`config.mk`:
```
export PLATFORM = sky130hd
export DESIGN_NAME = dmem_arbiter
export DESIGN_NICKNAME = d
export VERILOG_FILES = /design/src/rtl/dmem_pkg.sv /design/src/rtl/dmem_rr_grant.sv /design/src/rtl/dmem_arbiter.sv
export SDC_FILE = /design/constraint.sdc
export NUM_CORES = 1
export LEC_CHECK = 0
export ABC_AREA = 1
export CORE_MARGIN = 4
export CORE_UTILIZATION = 41
export CTS_CLUSTER_SIZE = 30
export DETAILED_ROUTE_END_ITERATION = 8
export PLACE_DENSITY_LB_ADDON = 0.2
export SYNTH_ARGS = -nofsm -noshare
export SYNTH_HDL_FRONTEND = slang
export SYNTH_SLANG_ARGS = --single-unit
export TNS_END_PERCENT = 50
```
`constraint.sdc`:
```
create_clock -name clk -period 2.6 [get_ports clk]
set_input_delay 0.52 -clock clk [delete_from_list [all_inputs] [get_ports clk]]
set_output_delay 0.52 -clock clk [all_outputs]
set_load 0.01 [all_outputs]
```
`src/rtl/dmem_pkg.sv`:
```
// dmem_pkg: shared funct3 codes, FSM states, arbitration modes and access check for the data-memory arbiter
package dmem_pkg;

    localparam logic [2:0] F3_B  = 3'b000;
    localparam logic [2:0] F3_H  = 3'b001;
    localparam logic [2:0] F3_W  = 3'b010;
    localparam logic [2:0] F3_BU = 3'b100;
    localparam logic [2:0] F3_HU = 3'b101;

    localparam int PRIO_RR    = 0;
    localparam int PRIO_FIXED = 1;

    typedef enum logic [1:0] {IDLE, ACCESS, RESP} state_t;

    function automatic logic bad_access(input logic we, input logic [2:0] f3, input logic [1:0] a);
        return ((f3 == F3_H || f3 == F3_HU) && a[0])
            || (f3 == F3_W && a != 2'b00)
            || (we && !(f3 inside {F3_B, F3_H, F3_W}))
            || (!we && (f3 inside {3'b011, 3'b110, 3'b111}));
    endfunction

endpackage

```
`src/rtl/dmem_rr_grant.sv`:
```
// dmem_rr_grant: two-requester one-hot grant, round-robin or fixed priority to port 0
module dmem_rr_grant import dmem_pkg::*; #(
    parameter int PRIO_MODE = PRIO_RR
) (
    input  logic       clk,
    input  logic       rst_n,
    input  logic [1:0] req,
    input  logic       adv,
    output logic [1:0] grant
);

    logic last_grant;

    always_comb grant = &req ? ((PRIO_MODE == PRIO_FIXED || last_grant) ? 2'b01 : 2'b10) : req;

    always_ff @(posedge clk)
        if (!rst_n)
            last_grant <= 1'b1;
        else if (adv && |req)
            last_grant <= grant[1];

endmodule

```
`src/rtl/dmem_arbiter.sv`:
```
// dmem_arbiter: two-port arbiter for the single-port data memory; DMEM_ARB_ALIGN_CHK_EN enables the access check
module dmem_arbiter import dmem_pkg::*; #(
    parameter int ADDR_W    = 8,
    parameter int DATA_W    = 32,
    parameter int PRIO_MODE = PRIO_RR
) (
    input  logic              clk,
    input  logic              rst_n,
    input  logic              p0_req_valid,
    output logic              p0_req_ready,
    input  logic              p0_req_we,
    input  logic [2:0]        p0_req_funct3,
    input  logic [ADDR_W-1:0] p0_req_addr,
    input  logic [DATA_W-1:0] p0_req_wdata,
    output logic              p0_resp_valid,
    output logic [DATA_W-1:0] p0_resp_rdata,
    output logic              p0_resp_err,
    input  logic              p1_req_valid,
    output logic              p1_req_ready,
    input  logic              p1_req_we,
    input  logic [2:0]        p1_req_funct3,
    input  logic [ADDR_W-1:0] p1_req_addr,
    input  logic [DATA_W-1:0] p1_req_wdata,
    output logic              p1_resp_valid,
    output logic [DATA_W-1:0] p1_resp_rdata,
    output logic              p1_resp_err,
    output logic              mem_read,
    output logic              mem_write,
    output logic [2:0]        mem_funct3,
    output logic [ADDR_W-1:0] mem_addr,
    output logic [DATA_W-1:0] mem_wdata,
    input  logic [DATA_W-1:0] mem_rdata
);

    state_t state, state_n;
    logic [1:0] req, grant;
    logic hs, we_q, gid_q, err_q;
    logic [2:0] f3_q;
    logic [ADDR_W-1:0] addr_q;
    logic [DATA_W-1:0] wdata_q, rdata_q, rdata_o;
    logic we_s;
    logic [2:0] f3_s;
    logic [ADDR_W-1:0] addr_s;
    logic [DATA_W-1:0] wdata_s;

    assign req = {p1_req_valid, p0_req_valid};
    assign we_s = grant[1] ? p1_req_we : p0_req_we;
    assign f3_s = grant[1] ? p1_req_funct3 : p0_req_funct3;
    assign addr_s = grant[1] ? p1_req_addr : p0_req_addr;
    assign wdata_s = grant[1] ? p1_req_wdata : p0_req_wdata;
    assign mem_funct3 = f3_q;
    assign mem_addr = addr_q;
    assign mem_wdata = wdata_q;

    dmem_rr_grant #(.PRIO_MODE(PRIO_MODE)) u_grant (
        .clk(clk),
        .rst_n(rst_n),
        .req(req),
        .adv(state == IDLE),
        .grant(grant)
    );

    always_ff @(posedge clk) begin
        if (!rst_n) begin
            state <= IDLE;
            we_q <= 1'b0;
            f3_q <= '0;
            addr_q <= '0;
            wdata_q <= '0;
            gid_q <= 1'b0;
            rdata_q <= '0;
        end else begin
            state <= state_n;
            if (hs) begin
                we_q <= we_s;
                f3_q <= f3_s;
                addr_q <= addr_s;
                wdata_q <= wdata_s;
                gid_q <= grant[1];
            end
            if (mem_read)
                rdata_q <= mem_rdata;
        end
    end

`ifdef DMEM_ARB_ALIGN_CHK_EN
    always_ff @(posedge clk)
        if (!rst_n)
            err_q <= 1'b0;
        else if (hs)
            err_q <= bad_access(we_s, f3_s, addr_s[1:0]);
`else
    assign err_q = 1'b0;
`endif

    always_comb begin
        hs = state == IDLE && |req;
        state_n = state == IDLE ? (hs ? ACCESS : IDLE) : (state == ACCESS ? RESP : IDLE);
        {p1_req_ready, p0_req_ready} = state == IDLE ? grant : 2'b00;
        mem_read = state == ACCESS && !we_q && !err_q;
        mem_write = state == ACCESS && we_q && !err_q;
        p0_resp_valid = state == RESP && !gid_q;
        p1_resp_valid = state == RESP && gid_q;
        rdata_o = (we_q || err_q) ? '0 : rdata_q;
        p0_resp_rdata = p0_resp_valid ? rdata_o : '0;
        p1_resp_rdata = p1_resp_valid ? rdata_o : '0;
        p0_resp_err = p0_resp_valid && err_q;
        p1_resp_err = p1_resp_valid && err_q;
    end

endmodule
```
==> impl_metrics.csv, run 1 <==
group,metric,value,unit
run_status,status,"complete, no violations",
logic_synthesis,synth_seq_area_share,40.3,%
clock_network,numCtsBuffers,9,
sta,fin_ws,0.133,ns
logic_synthesis,synthesis.area,0.00398,mm^2
logic_synthesis,synth_cells,585,
floorplanning,fp.dieArea,0.0113,mm^2
route,vias,4602,
sta,slew_headroom,65.2,%
layout,layout-drive-gt1-share,7.86,%
layout,diodes,0,
sta,slew_violations,0,
clock_network,root_buffer,"clkbuf_8",
min_path,hold_path_class,"reg2reg",
worst_setup_path,crit_arrival,1.95,ns
worst_setup_path,crit_fanout,33,
clock_network,clk_pin_slew,0.08,ns
power,p_leak,2.57,nW
sta,setup_tns,0,ns
power,p_per_area,483,mW/mm^2
clock_network,htree_levels,3,
route,wire_per_inst,14.4,um
sta,setup_viol,0,
worst_setup_path,worstPathCellList,"inv_2 > nand3b_1 > buf_4 > nor3_1 > clkdlybuf4s50_1",
worst_setup_path,cp_top_family,"buffers and inverters",
placement,gp_congestion,0.817,
global_route,grt_pass1_wl,21200,um
worst_setup_path,slowest_stage,"clkdlybuf4s50_1",
floorplanning,dieWidth,106,um
layout,final_cell_mix,"234 x clkdlybuf4s50_1, 150 x nand2_1, 79 x dfxtp_1",
clock_network,tritoncts,"done",
global_route,grt_pass1_vias,4416,
route,first_iter_violations,197,
worst_setup_path,endpoint_kind,"output port",
logic_synthesis,ys_seq_elements,80,
power,max-vdd-ir-drop,0.296,mV
sta,max_freq,405,MHz
layout,layout_commonest_cell,"clkdlybuf4s50_1",
route,drtPass1Iterations,4,
worst_setup_path,path_class,"reg2out",
logic_synthesis,yosys.area.top_type,"dfxtp_1",
route,drc,0,
logic_synthesis,synth.distinct_cells,20,
floorplanning,io_pins,239,
global_route,grt_use_total,22.8,%
clock_network,hold_buffers,0,
worst_setup_path,crit_required,2.08,ns
clock_network,clkLatencyLatePin,0.33,ns
logic_synthesis,synth_top_area_share,40.3,%
worst_setup_path,cp_num_buf_inv,3,
logic_synthesis,avgSynthCellArea,6.80,um^2
logic_synthesis,synth_area_leaders,"dfxtp_1 40%, nand2_1 14%, a21oi_1 8.2%, nor3_1 8.1%, nand3_1 5.9%",
layout,nets,921,
sta,period_minus_slack,2.47,ns
route,drtAntennaViolNets,0,
worst_setup_path,start_kind,"flop",
run,maxCapViolCount,0,
sta,period_share,94.9,%
logic_synthesis,yosysWarnings,0,
sta,tightest_slew,0.521,ns
clock_network,clock_path_buffers,2,
sta,fin_skew,0.00855,ns
layout,areaGrowthSynthToFinish,65.0,%
global_route,grt_max_degree,65,
route,wirelength,13400,um
placement,post-place-ws,0.0683,ns
sta,rsz0062_at_grt,"false",
floorplanning,rows,35,
worst_setup_path,cp_slowest_stage_delay,0.60,ns
floorplanning,start_util,42.6,%
placement,port_buffers,236,
route,avgViaCountPerCell,4.94,
floorplanning,die_h,106,um
placement,hpwl,10000,um
sta,hold_viol,0,
global_route,grt_overflow,0,
floorplanning,core_area,0.00933,mm^2
global_route,grt_antenna_before_repair,0,
clock_network,cts_sinks,80,
-- kinds of logic (layout without fill, tap and decap cells) --
group,after synthesis,in the layout,share of synthesized area (%)
compound gates,109,109,14.8
simple gates,292,292,33.2
other cells,1,2,0.0943
flops,80,80,40.3
buf+inv,103,319,11.6
-- synthesized netlist by cell type --
| cell type | number |
|---|---|
| nand3b_1 | 11 |
| a21oi_1 | 65 |
| buf_4 | 6 |
| inv_1 | 47 |
| nand2_1 | 150 |
| nand3_1 | 47 |
| a21oi_2 | 11 |
| buf_6 | 2 |
| nor2_4 | 2 |
| conb_1 | 1 |
| buf_1 | 3 |
| nand2_2 | 12 |
| dfxtp_1 | 80 |
| nor3_1 | 64 |
| buf_2 | 13 |
| nor2_1 | 6 |
| buf_8 | 2 |
| clkbuf_1 | 25 |
| inv_2 | 5 |
| o21ai_0 | 33 |
-- worst paths after layout --
kind | from | end | slack, ns | cells past startpoint
worst min-delay path | mem_wdata[25] | mem_wdata[25] | 0.47 | 2
worst max-delay path | state[0] | p0_resp_rdata[21] | 0.13 | 5
worst max register to register | we_q | rdata_q[10] | 1.03 | 5
worst min register to register | mem_wdata[25] | mem_wdata[25] | 0.47 | 2
-- area by class of cell --
type                            count  area [um^2]
Clock inverter                      5         56.3
Sequential cell                    80         1600
Clock buffer                       11          141
Multi-Input combinational cell    403         1920
Inverter                           52          195
Timing Repair Buffer              251         2480
Fill cell                         829         2770
Tap cell                          129          161
-- flip-flops by register name, indices dropped and copies added, names as in the netlist --
| register | flops |
|---|---|
| u_grant.last_grant | 1 |
| gid_q | 1 |
| state | 2 |
| mem_funct3 | 3 |
| rdata_q | 32 |
| we_q | 1 |
| mem_wdata | 32 |
| mem_addr | 8 |
-- metal layers --
metal	vias up	global-route usage, %	routed length, um
met5	-	0	0
met2	176	41.9	6790
li1	2315	-	-
met1	2083	25.4	5330
met4	0	9.50	358
met3	28	4.74	893
-- worst register-to-register path, delay by kind of cell (launching register included) --
kind / cells / cell delay (ns)
compound gates: 2 / 0.36
buf+inv: 2 / 0.56
flops: 1 / 0.49
simple gates: 1 / 0.08
-- where the power goes --
part | internal, mW | leakage, nW | switching [mW]
Clock | 0.469 | 0.0993 | 0.438
Sequential | 1.34 | 0.659 | 0.0548
Combinational | 0.429 | 1.81 | 0.440
-- per-stage QoR --
step                      cell area, um^2  util, %  power [mW]  std cells  hold WS (ns)
after floorplan                      3980        -        1.88        586         0.449
after global placement               6360     68.2        2.27        915         0.451
after detailed placement             6360     68.2        2.30        915         0.455
after CTS                            6560     70.3        3.21        931         0.468
after global routing                 6560     70.4        3.36        931         0.489
final                                6560     70.4        3.17        931         0.468
-- timing repair --
item | CTS | global route
endpoints found under the setup margin | 0 | 1
buffers inserted | 0 | 0
gates resized for setup | 0 | 1
No activity file was read; power rests on OpenSTA's default activity.
==> run 2, diff against run 1 <==
Settings changed: CORE_MARGIN 4 to default.
==> impl_metrics.csv, run 2 (synthesis gave the netlist of run 1 again) <==
group,metric,value,unit
sta,period_minus_slack,2.51,ns
sta,period_share,96.5,%
sta,slew_headroom,50.9,%
route,drc,0,
global_route,grt_overflow,0,
global_route,grt_max_degree,65,
clock_network,hold_buffers,0,
layout,regArea,0.00160,mm^2
floorplanning,dieWidth,100,um
clock_network,clock_path_buffers,2,
placement,hpwl,9440,um
worst_setup_path,cp_top_family,"buffers and inverters",
clock_network,htree_levels,3,
power,p_sw,945,uW
power,pwr-share-clk,28.0,%
sta,max_freq,398,MHz
clock_network,clk_pin_slew,0.08,ns
floorplanning,start_util,42.6,%
sta,hold_viol,0,
layout,diodes,0,
power,p_int,2.21,mW
worst_setup_path,ff2ff_setup_slack,0.91,ns
floorplanning,fp.dieArea,0.0101,mm^2
clock_network,postCtsSetupBuffers,0,
sta,rsz0062_at_grt,"false",
worst_setup_path,crit_required,2.08,ns
worst_setup_path,cp_slowest_stage_delay,0.60,ns
route,drtPass1Iterations,4,
min_path,hold_path_class,"reg2reg",
clock_network,root_buffer,"clkbuf_8",
route,wire_per_inst,13.8,um
route,avgViaCountPerCell,4.99,
worst_setup_path,crit_arrival,1.99,ns
worst_setup_path,cp_num_buf_inv,3,
sta,slew_violations,0,
sta,setup_viol,0,
clock_network,tritoncts,"done",
route,vias,4632,
clock_network,cts_sinks,80,
worst_setup_path,crit_fanout,2,
global_route,grt_use_total,25.6,%
route,first_iter_violations,115,
run,maxCapViolCount,0,
min_path,whs_path_depth,2,
layout,final_cell_mix,"235 x clkdlybuf4s50_1, 150 x nand2_1, 79 x dfxtp_1",
power,p_comb_share,27.5,%
placement,port_buffers,236,
worst_setup_path,rr_worst_depth,5,
global_route,grt_antenna_before_repair,0,
layout,nets,919,
global_route,grt_pass1_wl,20300,um
route,wirelength,12900,um
power,p_per_area,482,mW/mm^2
layout,layout-drive-gt1-share,7.63,%
power,seqPwrFrac,44.5,%
clock_network,cts_resized,0,
power,p_leak,2.55,nW
placement,placed_area,0.00636,mm^2
worst_setup_path,crit-reg2reg-launch,"we_q",
global_route,grt_pass1_vias,4343,
floorplanning,io_pins,239,
worst_setup_path,endpoint_kind,"output port",
sta,setup_tns,0,ns
worst_setup_path,start_kind,"input port",
floorplanning,core_area,0.00933,mm^2
clock_network,numCtsBuffers,9,
layout,fillCellCount,830,
layout,fin_area,0.00655,mm^2
power,max-vdd-ir-drop,0.317,mV
min_path,min_to,"mem_wdata[24]",
floorplanning,die_h,100,um
sta,fin_skew,0.00656,ns
power,netSwitchingFraction,30.0,%
worst_setup_path,path_class,"in2out",
placement,gp_congestion,0.783,
worst_setup_path,slowest_stage,"clkdlybuf4s50_1",
route,drtAntennaViolNets,0,
sta,tightest_slew,0.735,ns
layout,multi_input_area,0.00192,mm^2
floorplanning,rows,35,
clock_network,clkLatencyLatePin,0.35,ns
worst_setup_path,r2r-end,"rdata_q[30]",
worst_setup_path,worstPathCellList,"clkdlybuf4s50_1 > nor2_4 > nor2_4 > inv_2 > nor2_1 > clkdlybuf4s50_1",
layout,areaGrowthSynthToFinish,64.6,%
layout,layout_commonest_cell,"clkdlybuf4s50_1",
min_path,min-delay-start,"mem_wdata[24]",
run_status,status,"complete, no violations",
## run 2: cell count changes in the layout (fill, tap and decap cells not counted), sizes merged
cell / previous run / this run
clkdlybuf4s50: 234 / 235
dlymetal6s2s: 1 / 0
clkinv: 3 / 4
clkbuf: 11 / 9
buf: 16 / 14
## run 2: area by class of cell
type                            instances  share of cell area (%)
Inverter                               52                    2.98
Sequential cell                        80                    24.5
Clock inverter                          6                   0.937
Timing Repair Buffer                  249                    37.9
Multi-Input combinational cell        403                    29.3
Clock buffer                            9                    1.89
Tap cell                              129                    2.47
## run 2: worst max-delay path by stage
stage,from,slack [ns],endpoint,depth (start not counted)
floorplan,p1_req_valid,0.81,p0_req_ready,6
detailed placement,p0_req_valid,0.10,p0_req_ready,6
global route,state[0],0.02,p1_resp_rdata[2],5
global placement,p0_req_valid,0.12,p0_req_ready,6
finish,p0_req_valid,0.09,p0_req_ready,6
CTS,p0_req_valid,0.09,p0_req_ready,6
## run 2: power by group through the flow
stage / registers, mW / clock network (mW) / logic, mW
after detailed placement: 1.43 / 0 / 0.868
final: 1.40 / 0.882 / 0.868
after floorplan: 1.44 / 0 / 0.435
after CTS: 1.40 / 0.902 / 0.871
after global placement: 1.42 / 0 / 0.849
after global routing: 1.42 / 0.954 / 0.954
## run 2: worst register-to-register path, cell delays in order, from the launching register on
cell     delay (ns)
dfxtp_2        0.60
inv_1          0.13
nand3_2        0.10
buf_4          0.46
o21ai_0        0.16
a21oi_1        0.17
## run 2: stage by stage
step	hold slack [ns]	power, mW	util [%]	setup slack (ns)	cells
floorplan	0.449	1.88	-	0.810	586
global placement	0.452	2.27	68.2	0.122	913
detailed placement	0.455	2.30	68.2	0.101	913
CTS	0.466	3.18	70.2	0.0896	928
global route	0.482	3.32	70.2	0.0165	928
finish	0.464	3.15	70.2	0.0899	928
## run 2: layer usage
layer  vias to the layer above  track usage (%)  share of wire (%)
met1                      2109             27.7                 40
li1                       2312                -                  -
met5                         -                0                  0
met4                         0             14.0                3.9
met3                        39             6.10                6.6
met2                       172             45.8                 49
==> run 3, diff against run 2 <==
--- a/constraint.sdc
+++ b/constraint.sdc
@@ -3,2 +3,2 @@
 set_output_delay 0.52 -clock clk [all_outputs]
-set_load 0.01 [all_outputs]
+set_load 0.02 [all_outputs]
==> impl_metrics.csv, run 3 (synthesis gave the netlist of run 1 again) <==
group,metric,value,unit
run_status,status,"complete, no violations",
floorplanning,rows,35,
worst_setup_path,ff2ff_setup_slack,1.12,ns
route,first_iter_violations,108,
power,max-vdd-ir-drop,0.340,mV
sta,slew_headroom,52.4,%
layout,layout_commonest_cell,"clkdlybuf4s50_1",
min_path,min_to,"mem_wdata[5]",
clock_network,root_buffer,"clkbuf_8",
floorplanning,die_h,100,um
sta,tightest_slew,0.712,ns
route,wirelength,12700,um
sta,fin_skew,0.0136,ns
worst_setup_path,cp_slowest_stage_delay,0.65,ns
worst_setup_path,crit_fanout,33,
power,p_sw,1.03,mW
min_path,hold_path_class,"reg2reg",
worst_setup_path,crit_required,2.08,ns
clock_network,clock_path_buffers,2,
route,drc,0,
min_path,whs_path_depth,2,
clock_network,numCtsBuffers,9,
layout,final_cell_mix,"230 x clkdlybuf4s50_1, 150 x nand2_1, 79 x dfxtp_1",
floorplanning,dieWidth,100,um
global_route,grt_max_degree,65,
sta,period_minus_slack,2.49,ns
worst_setup_path,rr_worst_depth,7,
route,avgViaCountPerCell,5.00,
placement,placed_area,0.00634,mm^2
power,netSwitchingFraction,31.6,%
route,drtPass1Iterations,4,
sta,setup_tns,0,ns
worst_setup_path,start_kind,"flop",
placement,gp_congestion,0.790,
layout,fin_area,0.00656,mm^2
layout,fin_util,70.3,%
power,pwr-share-clk,28.6,%
placement,port_buffers,236,
sta,slew_violations,0,
power,p_comb_share,28.5,%
clock_network,htree_levels,3,
route,wire_per_inst,13.7,um
floorplanning,io_pins,239,
layout,nets,918,
layout,diodes,0,
sta,period_share,95.6,%
layout,areaGrowthSynthToFinish,64.9,%
route,drtAntennaViolNets,0,
global_route,grt_pass1_wl,20100,um
clock_network,postCtsSetupBuffers,0,
worst_setup_path,cp_num_buf_inv,2,
worst_setup_path,path_class,"reg2out",
global_route,grt_antenna_before_repair,0,
route,vias,4642,
sta,hold_viol,0,
power,seqPwrFrac,42.9,%
clock_network,cts_sinks,80,
power,p_int,2.22,mW
worst_setup_path,endpoint_kind,"output port",
worst_setup_path,crit_arrival,1.97,ns
layout,layout-drive-gt1-share,7.63,%
placement,hpwl,9360,um
clock_network,clk_pin_slew,0.08,ns
power,power,3.25,mW
run,maxCapViolCount,0,
min_path,min-delay-start,"mem_wdata[5]",
sta,fin_ws,0.114,ns
floorplanning,core_area,0.00933,mm^2
placement,place_inst,912,
layout,fin_cells,928,
worst_setup_path,slowest_stage,"clkdlybuf4s50_1",
power,p_per_area,495,mW/mm^2
worst_setup_path,cp_top_family,"buffers and inverters",
global_route,grt_overflow,0,
sta,max_freq,402,MHz
clock_network,clkLatencyLatePin,0.35,ns
global_route,grt_use_total,25.1,%
sta,fin_hold_ws,0.468,ns
placement,post-place-ws,0.0304,ns
worst_setup_path,worstPathCellList,"nand3_1 > buf_4 > nor3_1 > clkdlybuf4s50_1",
floorplanning,fp.dieArea,0.0101,mm^2
global_route,grt_pass1_vias,4240,
layout,fillCellCount,782,
power,p_leak,2.63,nW
worst_setup_path,r2r-end,"mem_wdata[4]",
clock_network,tritoncts,"done",
worst_setup_path,crit-reg2reg-launch,"state[0]",
floorplanning,start_util,42.6,%
sta,setup_viol,0,
run 3: cell type report:
class                           count  area [um^2]  share of cell area (%)
Clock buffer                        9          124                    1.89
Clock inverter                      7         80.1                    1.22
Inverter                           52          195                    2.98
Multi-Input combinational cell    403         1920                    29.3
Sequential cell                    80         1600                    24.4
Tap cell                          129          161                    2.46
Timing Repair Buffer              248         2470                    37.7
run 3: worst reg2reg max path: cells and delay by family (launching register included):
kind,cells,cell delay [ns]
AO/OA/AOI/OAI,1,0.17
buffers and inverters,3,0.55
flip-flops,1,0.41
AND/OR/NAND/NOR,3,0.29
run 3: routing by layer:
layer  share of wire (%)  global-route usage (%)
met2                  51                    46.4
met4                 3.2                    10.6
met1                  40                    27.4
met5                   0                       0
met3                 6.4                    5.96
run 3: worst max-delay path by stage:
stage                             from                 to  slack [ns]  cells past startpoint
after detailed placement  p0_req_valid       p0_req_ready        0.03                      6
final                         state[1]   p1_resp_rdata[7]        0.11                      4
after global routing          state[0]  p0_resp_rdata[20]       -0.02                      5
after floorplan           p1_req_valid       p0_req_ready        0.69                      6
after CTS                 p0_req_valid       p0_req_ready        0.03                      6
after global placement    p0_req_valid       p0_req_ready        0.05                      6
run 3: what timing repair did:
action,4_1_cts,5_1_grt
hold buffers,0,0
endpoints found under the setup margin,0,5
resized for setup,0,5
run 3: power by group through the flow:
stage / logic, mW / registers, mW / clock network [mW]
finish: 0.925 / 1.39 / 0.930
global route: 1.01 / 1.41 / 1.01
CTS: 0.932 / 1.39 / 0.959
detailed placement: 0.929 / 1.42 / 0
global placement: 0.909 / 1.42 / 0
floorplan: 0.448 / 1.49 / 0
